### src/rtl/conv_pkg.sv
// Shared constants and state encoding for the convolution load sequencer.
package conv_pkg;

   localparam int DATA_W = 16;
   localparam int DEPTH  = 64;
   localparam int SEL_W  = $clog2(DEPTH);
   localparam int LEN_W  = SEL_W + 1;

   typedef enum logic [1:0] {
      LOAD = 2'd0,
      PAD  = 2'd1,
      KICK = 2'd2,
      WAIT = 2'd3
   } seq_state_e;

   // A requested length of 0 or anything beyond the bank size means a full bank.
   function automatic logic [LEN_W-1:0] eff_len(input logic [LEN_W-1:0] fl);
      if (fl == '0 || fl > LEN_W'(DEPTH)) return LEN_W'(DEPTH);
      return fl;
   endfunction

endpackage

### src/rtl/conv_load_sequencer.sv
// Streams one frame of samples into a DEPTH-entry bank through an external demux,
// zero-pads the tail, kicks the convolution engine and waits for it to finish.
//
// state | meaning
// LOAD  | accepting upstream samples, writing them at idx
// PAD   | writing zeros from LEN up to the last bank entry
// KICK  | bank full; issue conv_start on the following cycle
// WAIT  | engine running; upstream stalled until conv_done
module conv_load_sequencer
   import conv_pkg::*;
#(
   parameter int DATA_W = conv_pkg::DATA_W,
   parameter int DEPTH  = conv_pkg::DEPTH,
   parameter int SEL_W  = $clog2(DEPTH)
) (
   input  logic              clk,
   input  logic              rst,
   input  logic [SEL_W:0]    frame_len,
   input  logic              in_valid,
   input  logic [DATA_W-1:0] in_data,
   output logic              in_ready,
   output logic [DATA_W-1:0] dmx_data,
   output logic [SEL_W-1:0]  dmx_sel,
   output logic              dmx_we,
   output logic              conv_start,
   input  logic              conv_done,
   output logic              busy,
   output logic [7:0]        frame_cnt
);

   seq_state_e        state_q, state_d;
   logic [SEL_W-1:0]  idx_q, idx_d;
   logic [SEL_W:0]    len_q, len_d;
   logic              we_q, we_d;
   logic [SEL_W-1:0]  sel_q, sel_d;
   logic [DATA_W-1:0] data_q, data_d;
   logic              start_q, start_d;
   logic [7:0]        cnt_q, cnt_d;
   logic [SEL_W:0]    cur_len;

   assign in_ready   = (state_q == LOAD);
   assign busy       = (state_q != LOAD);
   assign dmx_we     = we_q;
   assign dmx_sel    = sel_q;
   assign dmx_data   = data_q;
   assign conv_start = start_q;
   assign frame_cnt  = cnt_q;

   // Length is sampled only with the first sample so mid-frame changes are ignored.
   assign cur_len = (idx_q == '0) ? eff_len(frame_len) : len_q;

   always_comb begin
      state_d = state_q;
      idx_d   = idx_q;
      len_d   = len_q;
      we_d    = 1'b0;
      sel_d   = sel_q;
      data_d  = data_q;
      start_d = 1'b0;
      cnt_d   = cnt_q;
      case (state_q)
         LOAD: begin
            if (in_valid) begin
               len_d  = cur_len;
               we_d   = 1'b1;
               sel_d  = idx_q;
               data_d = in_data;
               if ({1'b0, idx_q} == cur_len - (SEL_W+1)'(1)) begin
                  if (cur_len < (SEL_W+1)'(DEPTH)) begin
                     state_d = PAD;
                     idx_d   = idx_q + SEL_W'(1);
                  end else begin
                     state_d = KICK;
                  end
               end else begin
                  idx_d = idx_q + SEL_W'(1);
               end
            end
         end
         PAD: begin
            we_d   = 1'b1;
            sel_d  = idx_q;
            data_d = '0;
            if (idx_q == SEL_W'(DEPTH-1)) state_d = KICK;
            else                          idx_d   = idx_q + SEL_W'(1);
         end
         KICK: begin
            start_d = 1'b1;
            state_d = WAIT;
         end
         WAIT: begin
            if (conv_done) begin
               state_d = LOAD;
               idx_d   = '0;
               cnt_d   = cnt_q + 8'd1;
            end
         end
         default: state_d = LOAD;
      endcase
   end

   always_ff @(posedge clk or posedge rst) begin
      if (rst) begin
         state_q <= LOAD;
         idx_q   <= '0;
         len_q   <= (SEL_W+1)'(DEPTH);
         we_q    <= 1'b0;
         sel_q   <= '0;
         data_q  <= '0;
         start_q <= 1'b0;
         cnt_q   <= '0;
      end else begin
         state_q <= state_d;
         idx_q   <= idx_d;
         len_q   <= len_d;
         we_q    <= we_d;
         sel_q   <= sel_d;
         data_q  <= data_d;
         start_q <= start_d;
         cnt_q   <= cnt_d;
      end
   end

endmodule
### config.mk
export PLATFORM = sky130hd
export DESIGN_NAME = conv_load_sequencer
export DESIGN_NICKNAME = d
export VERILOG_FILES = /design/src/rtl/conv_pkg.sv /design/src/rtl/conv_load_sequencer.sv
export SDC_FILE = /design/constraint.sdc
export NUM_CORES = 1
export LEC_CHECK = 0
export ABC_AREA = 1
export ABC_CLOCK_PERIOD_IN_PS = 3800
export CAP_MARGIN = 20
export CELL_PAD_IN_SITES_DETAIL_PLACEMENT = 1
export CELL_PAD_IN_SITES_GLOBAL_PLACEMENT = 1
export CORE_UTILIZATION = 39
export CTS_CLUSTER_DIAMETER = 100
export CTS_CLUSTER_SIZE = 16
export DETAILED_ROUTE_END_ITERATION = 8
export GPL_ROUTABILITY_DRIVEN = 0
export PLACE_DENSITY = 0.93
export SLEW_MARGIN = 20
export SYNTH_ARGS = -nofsm -noshare
export SYNTH_HDL_FRONTEND = slang
export SYNTH_SLANG_ARGS = --single-unit
### constraint.sdc
create_clock -name clk -period 3.8 [get_ports clk]
set_input_delay 0.76 -clock clk [delete_from_list [all_inputs] [get_ports clk]]
set_output_delay 0.76 -clock clk [all_outputs]
set_load 0.01 [all_outputs]
==> results.md <==
Layout:
- The area growth from synthesis to layout is 30.5%.
- Of the cells placed in the final design, the portion with a size suffix greater than 1 is 8.07%.
- The library cell used most frequently in the layout, excluding fill and tap cells, is sky130_fd_sc_hd__nand2_1.
- 0 antenna diodes ended up in the layout.
- The net count of the finished layout is 418.
- The count of fill cells added during filler insertion is 769.
- The library cells used most frequently in the layout, excluding fill and tap cells, are sky130_fd_sc_hd__nand2_1, sky130_fd_sc_hd__clkdlybuf4s50_1, sky130_fd_sc_hd__dfrtp_1.

Setup path:
- The endpoint of the most critical register-to-register path is state_q[1]$_DFFE_PP0P_.
- Counting both buffers and inverters, the worst setup path holds a total of 3.
- The startpoint identified for the worst register-to-register timing path is idx_q[0]$_DFFE_PP0P_.
- The worst register-to-register path has a depth of 19.
- Traced cell by cell, the critical path runs through clkdlybuf4s50_1, nor2_1, nand3_1, nand2_1, nand3_1, nand2_1, inv_1, ha_1, xnor2_1, nand3b_1, nand2_1, nor2_1, nand2_1, inv_2, nand3_1, nand2_1, nand2_1, nand2_1, nand2_1.
- By startpoint and endpoint, the worst setup path is classified as input pin to flop.
- STA puts the critical path data arrival time at 3.46 ns.
- Along the worst path, the maximum fanout reaches 4.
- The startpoint type of the worst setup path is an input pin.
- The cell repeated most along the worst path is sky130_fd_sc_hd__nand2_1.
- The category of cells accounting for the largest share of critical-path delay is simple AND/OR/NAND/NOR gates.
- The standard cell with the maximum stage delay on the critical path is sky130_fd_sc_hd__clkdlybuf4s50_1.
- The worst path required time is 4.00 ns.
- The category of the worst setup path capture point is a flop.
- For this run, the slowest stage of the critical path takes 0.46 ns.
- The worst register-to-register path has a setup slack of 0.54 ns.

Detailed routing:
- After detailed routing, the total wire length is 7380 µm.
- The routed design uses 293 µm of met3 wire.
- The count of nets left with antenna violations after detail routing is 0.
- The total number of vias is 2368.
- For this run, the detailed router's first-pass iteration total came to 4.
- In the final routed layout, each cell accounts on average for 16.0 µm.
- The detailed router used layers up to and including met4.
- The residual DRC count is 0.
- The met2 routed wirelength is 3930 µm.
- The detailed router put a total of 3000 µm of wire on met1.
- Using the TritonRoute via totals, the vias-per-cell ratio works out to 5.14.
- The starting DRC count in detailed routing is 108.

Power:
- The worst-case IR drop observed on VDD is 518 µV.
- The static leakage is 1.62 nW.
- The total power density per cell area is 895 nW/µm².

Min path:
- The startpoint identified for the worst hold timing path is frame_cnt[7]$_DFFE_PP0P_.
- The path category of the worst min-delay check is flop to flop.
- The worst hold path stage count is 1.
- The path with the worst hold slack has its endpoint at frame_cnt[7]$_DFFE_PP0P_.

STA:
- The tightest slew margin relative to the limit is 36.9%.
- The number of failing hold endpoints at the final stage came to 0.
- For the pin with the worst max-slew slack, the measured transition is 0.940 ns.
- The accumulated negative setup slack is 0 ns.
- Setup repair after global routing left no endpoint under its margin.
- The count of final setup violators is 0.
- In the finished design, the share of the clock period the worst path needs comes to 85.8%.
- Static timing analysis puts the maximum clock frequency at 307 MHz.
- The final critical-path required period is 3.26 ns.
- The final number of max-transition violations is 0.
- Hold is met by 0.473 ns.
- The final clock skew is 0.00465 ns.

Clock network:
- After clock tree synthesis, the flow added hold-fix buffers numbering 0.
- The clock net in this run drives a total of 47 sinks.
- The number of buffers on the longest clock path is 2.
- The cell at the root of the clock tree is sky130_fd_sc_hd__clkbuf_8.
- Once the clock tree was built, the setup fixing pass inserted 0 buffers.
- TritonCTS built the clock tree.
- In this run, post-CTS repair resized a total of 0 instances.
- After clock tree synthesis, the clock-pin slew on the worst setup and hold paths is 0.09 ns.
- The clock latency at the later pin of the worst-skew pair is 0.30 ns.
- The H-tree generated during clock tree synthesis spans 2 levels.
- The number of clock buffers added by TritonCTS is 5.

Die:
- The initialized floorplan defines 29 standard-cell rows.
- The floorplan die area is 6960 µm².
- The chip width is 83.4 µm.
- The placeable core region is 6390 µm².
- The die is 83.4 µm tall.
- The effective utilization at floorplan is 40.5%.
- During I/O placement, the number of pins put on the boundary was 61.

Synth:
- The primary flip-flop cell chosen by synthesis mapping is sky130_fd_sc_hd__dfrtp_1.
- The synthesized cell area is 2580 µm².
- The synthesized netlist net count is 360.
- After synthesis, the share of flip-flops with an asynchronous set or reset is 100%.
- The average footprint of a synthesized cell is 7.95 µm².
- Counting flops with a built-in enable in the synthesized netlist gives 0.
- The share of the yosys chip area belonging to registers is 45.5%.
- The gate count after technology mapping is 325.
- The Yosys step of the flow raised 0 warnings.
- The synthesized design contains 47 register bits.
- The distinct cell type count after synthesis is 34.

GRT:
- The number of global-route vias before repair is 2593.
- Entering global routing, the biggest net connects 48 pins.
- The global-route congestion overflow total is 0.
- The first-pass GRT wire length is 12700 µm.
- The initial antenna violation count came to 0.
- The global-route usage over all layers is 22.9%.

Run status:
- The run finished with clean final reports.

Place:
- Summed over all nets, the half-perimeter wirelength after detailed placement is 5330 µm.
- The count of buffers inserted at the top-level ports is 60.

Job:
- Across the run, the number of max-cap violations was 0.
==> Yosys cell counts, types with 2 or more instances <==
master / n / area share (%)
sky130_fd_sc_hd__nor2_4: 2 / 0.87
sky130_fd_sc_hd__dfrtp_1: 46 / 45
sky130_fd_sc_hd__xor2_1: 7 / 2.4
sky130_fd_sc_hd__nand4_1: 4 / 0.97
sky130_fd_sc_hd__ha_1: 8 / 3.9
sky130_fd_sc_hd__o21ai_1: 2 / 0.39
sky130_fd_sc_hd__nor2_2: 4 / 0.97
sky130_fd_sc_hd__nand3_1: 40 / 7.7
sky130_fd_sc_hd__mux2_2: 3 / 1.3
sky130_fd_sc_hd__nand3_2: 3 / 1.2
sky130_fd_sc_hd__buf_6: 2 / 0.87
sky130_fd_sc_hd__a21oi_1: 9 / 1.7
sky130_fd_sc_hd__nor2_1: 30 / 4.4
sky130_fd_sc_hd__nand2_2: 3 / 0.73
sky130_fd_sc_hd__clkbuf_1: 6 / 0.87
sky130_fd_sc_hd__o21ai_0: 21 / 4.1
sky130_fd_sc_hd__nand2_1: 69 / 10
sky130_fd_sc_hd__nor3_1: 3 / 0.58
sky130_fd_sc_hd__inv_2: 2 / 0.29
sky130_fd_sc_hd__inv_1: 45 / 6.5
sky130_fd_sc_hd__xnor2_1: 3 / 1.0
==> cell type report <==
class / count / area (µm²) / share of cell area, %
timing repair buffer: 61 / 608 / 18.0
tap: 77 / 96.3 / 2.86
clock buffer: 6 / 72.6 / 2.15
inverter: 48 / 181 / 5.38
sequential: 47 / 1180 / 34.9
clock inverter: 2 / 60.1 / 1.78
multi-input combinational: 220 / 1180 / 34.9
==> stage by stage <==
| stage | util, % | setup slack (ns) | area [µm²] | instances | power, mW |
|---|---|---|---|---|---|
| after floorplan | - | 1.22 | 2580 | 325 | 1.93 |
| final | 52.8 | 0.538 | 3370 | 461 | 3.02 |
| after global routing | 52.8 | 0.284 | 3370 | 461 | 3.25 |
| after detailed placement | 50.7 | 0.351 | 3240 | 453 | 2.55 |
| after CTS | 52.8 | 0.527 | 3370 | 461 | 3.03 |
| after global placement | 50.7 | 0.646 | 3240 | 453 | 2.43 |
==> routing by layer <==
layer	up-vias	global-route usage (%)
li1	1144	-
met1	1150	26.5
met2	57	42.0
met3	17	4.08
met4	0	8.32
met5	-	0
==> state kept, by name (all words and copies together), names as in the netlist <==
signal      flops
len_q           7
idx_q           6
conv_start      1
frame_cnt       8
dmx_we          1
dmx_sel         6
state_q         2
dmx_data       16
==> how the worst max path moves through the flow <==
stage,from,to,cells after the start
final,frame_len[4],state_q[1]$_DFFE_PP0P_,19
after global routing,idx_q[0]$_DFFE_PP0P_,state_q[1]$_DFFE_PP0P_,19
after CTS,frame_len[4],state_q[0]$_DFFE_PP0P_,19
after detailed placement,frame_len[4],state_q[0]$_DFFE_PP0P_,19
after global placement,frame_len[2],state_q[0]$_DFFE_PP0P_,19
after floorplan,frame_len[2],state_q[0]$_DFFE_PP0P_,18
==> cell families (layout without fill, tap and decap cells) <==
| kind of cell | Yosys count | in the layout | share of synthesized area, % |
|---|---|---|---|
| flip-flops | 47 | 47 | 45.5 |
| buffers and inverters | 58 | 117 | 9.05 |
| AO/OA/AOI/OAI | 36 | 36 | 7.36 |
| adder cells (fa/ha/maj) | 8 | 8 | 3.87 |
| multiplexers | 3 | 3 | 1.31 |
| AND/OR/NAND/NOR | 163 | 163 | 29.5 |
| XOR/XNOR | 10 | 10 | 3.39 |
==> report_power, final <==
group | total (mW) | internal, mW | switching, mW
clock network | 0.437 | 0.263 | 0.174
logic | 1.70 | 0.688 | 1.01
registers | 0.879 | 0.715 | 0.165
total | 3.02 | 1.67 | 1.35
==> worst register-to-register path: cells and delay by family (launching register included) <==
family        cells  cell delay [ns]
fa+ha+maj         2             0.46
buf+inv           3             0.38
flops             1             0.49
xor+xnor          1             0.21
simple gates     13             1.61
(Power assumes the default switching activity.)
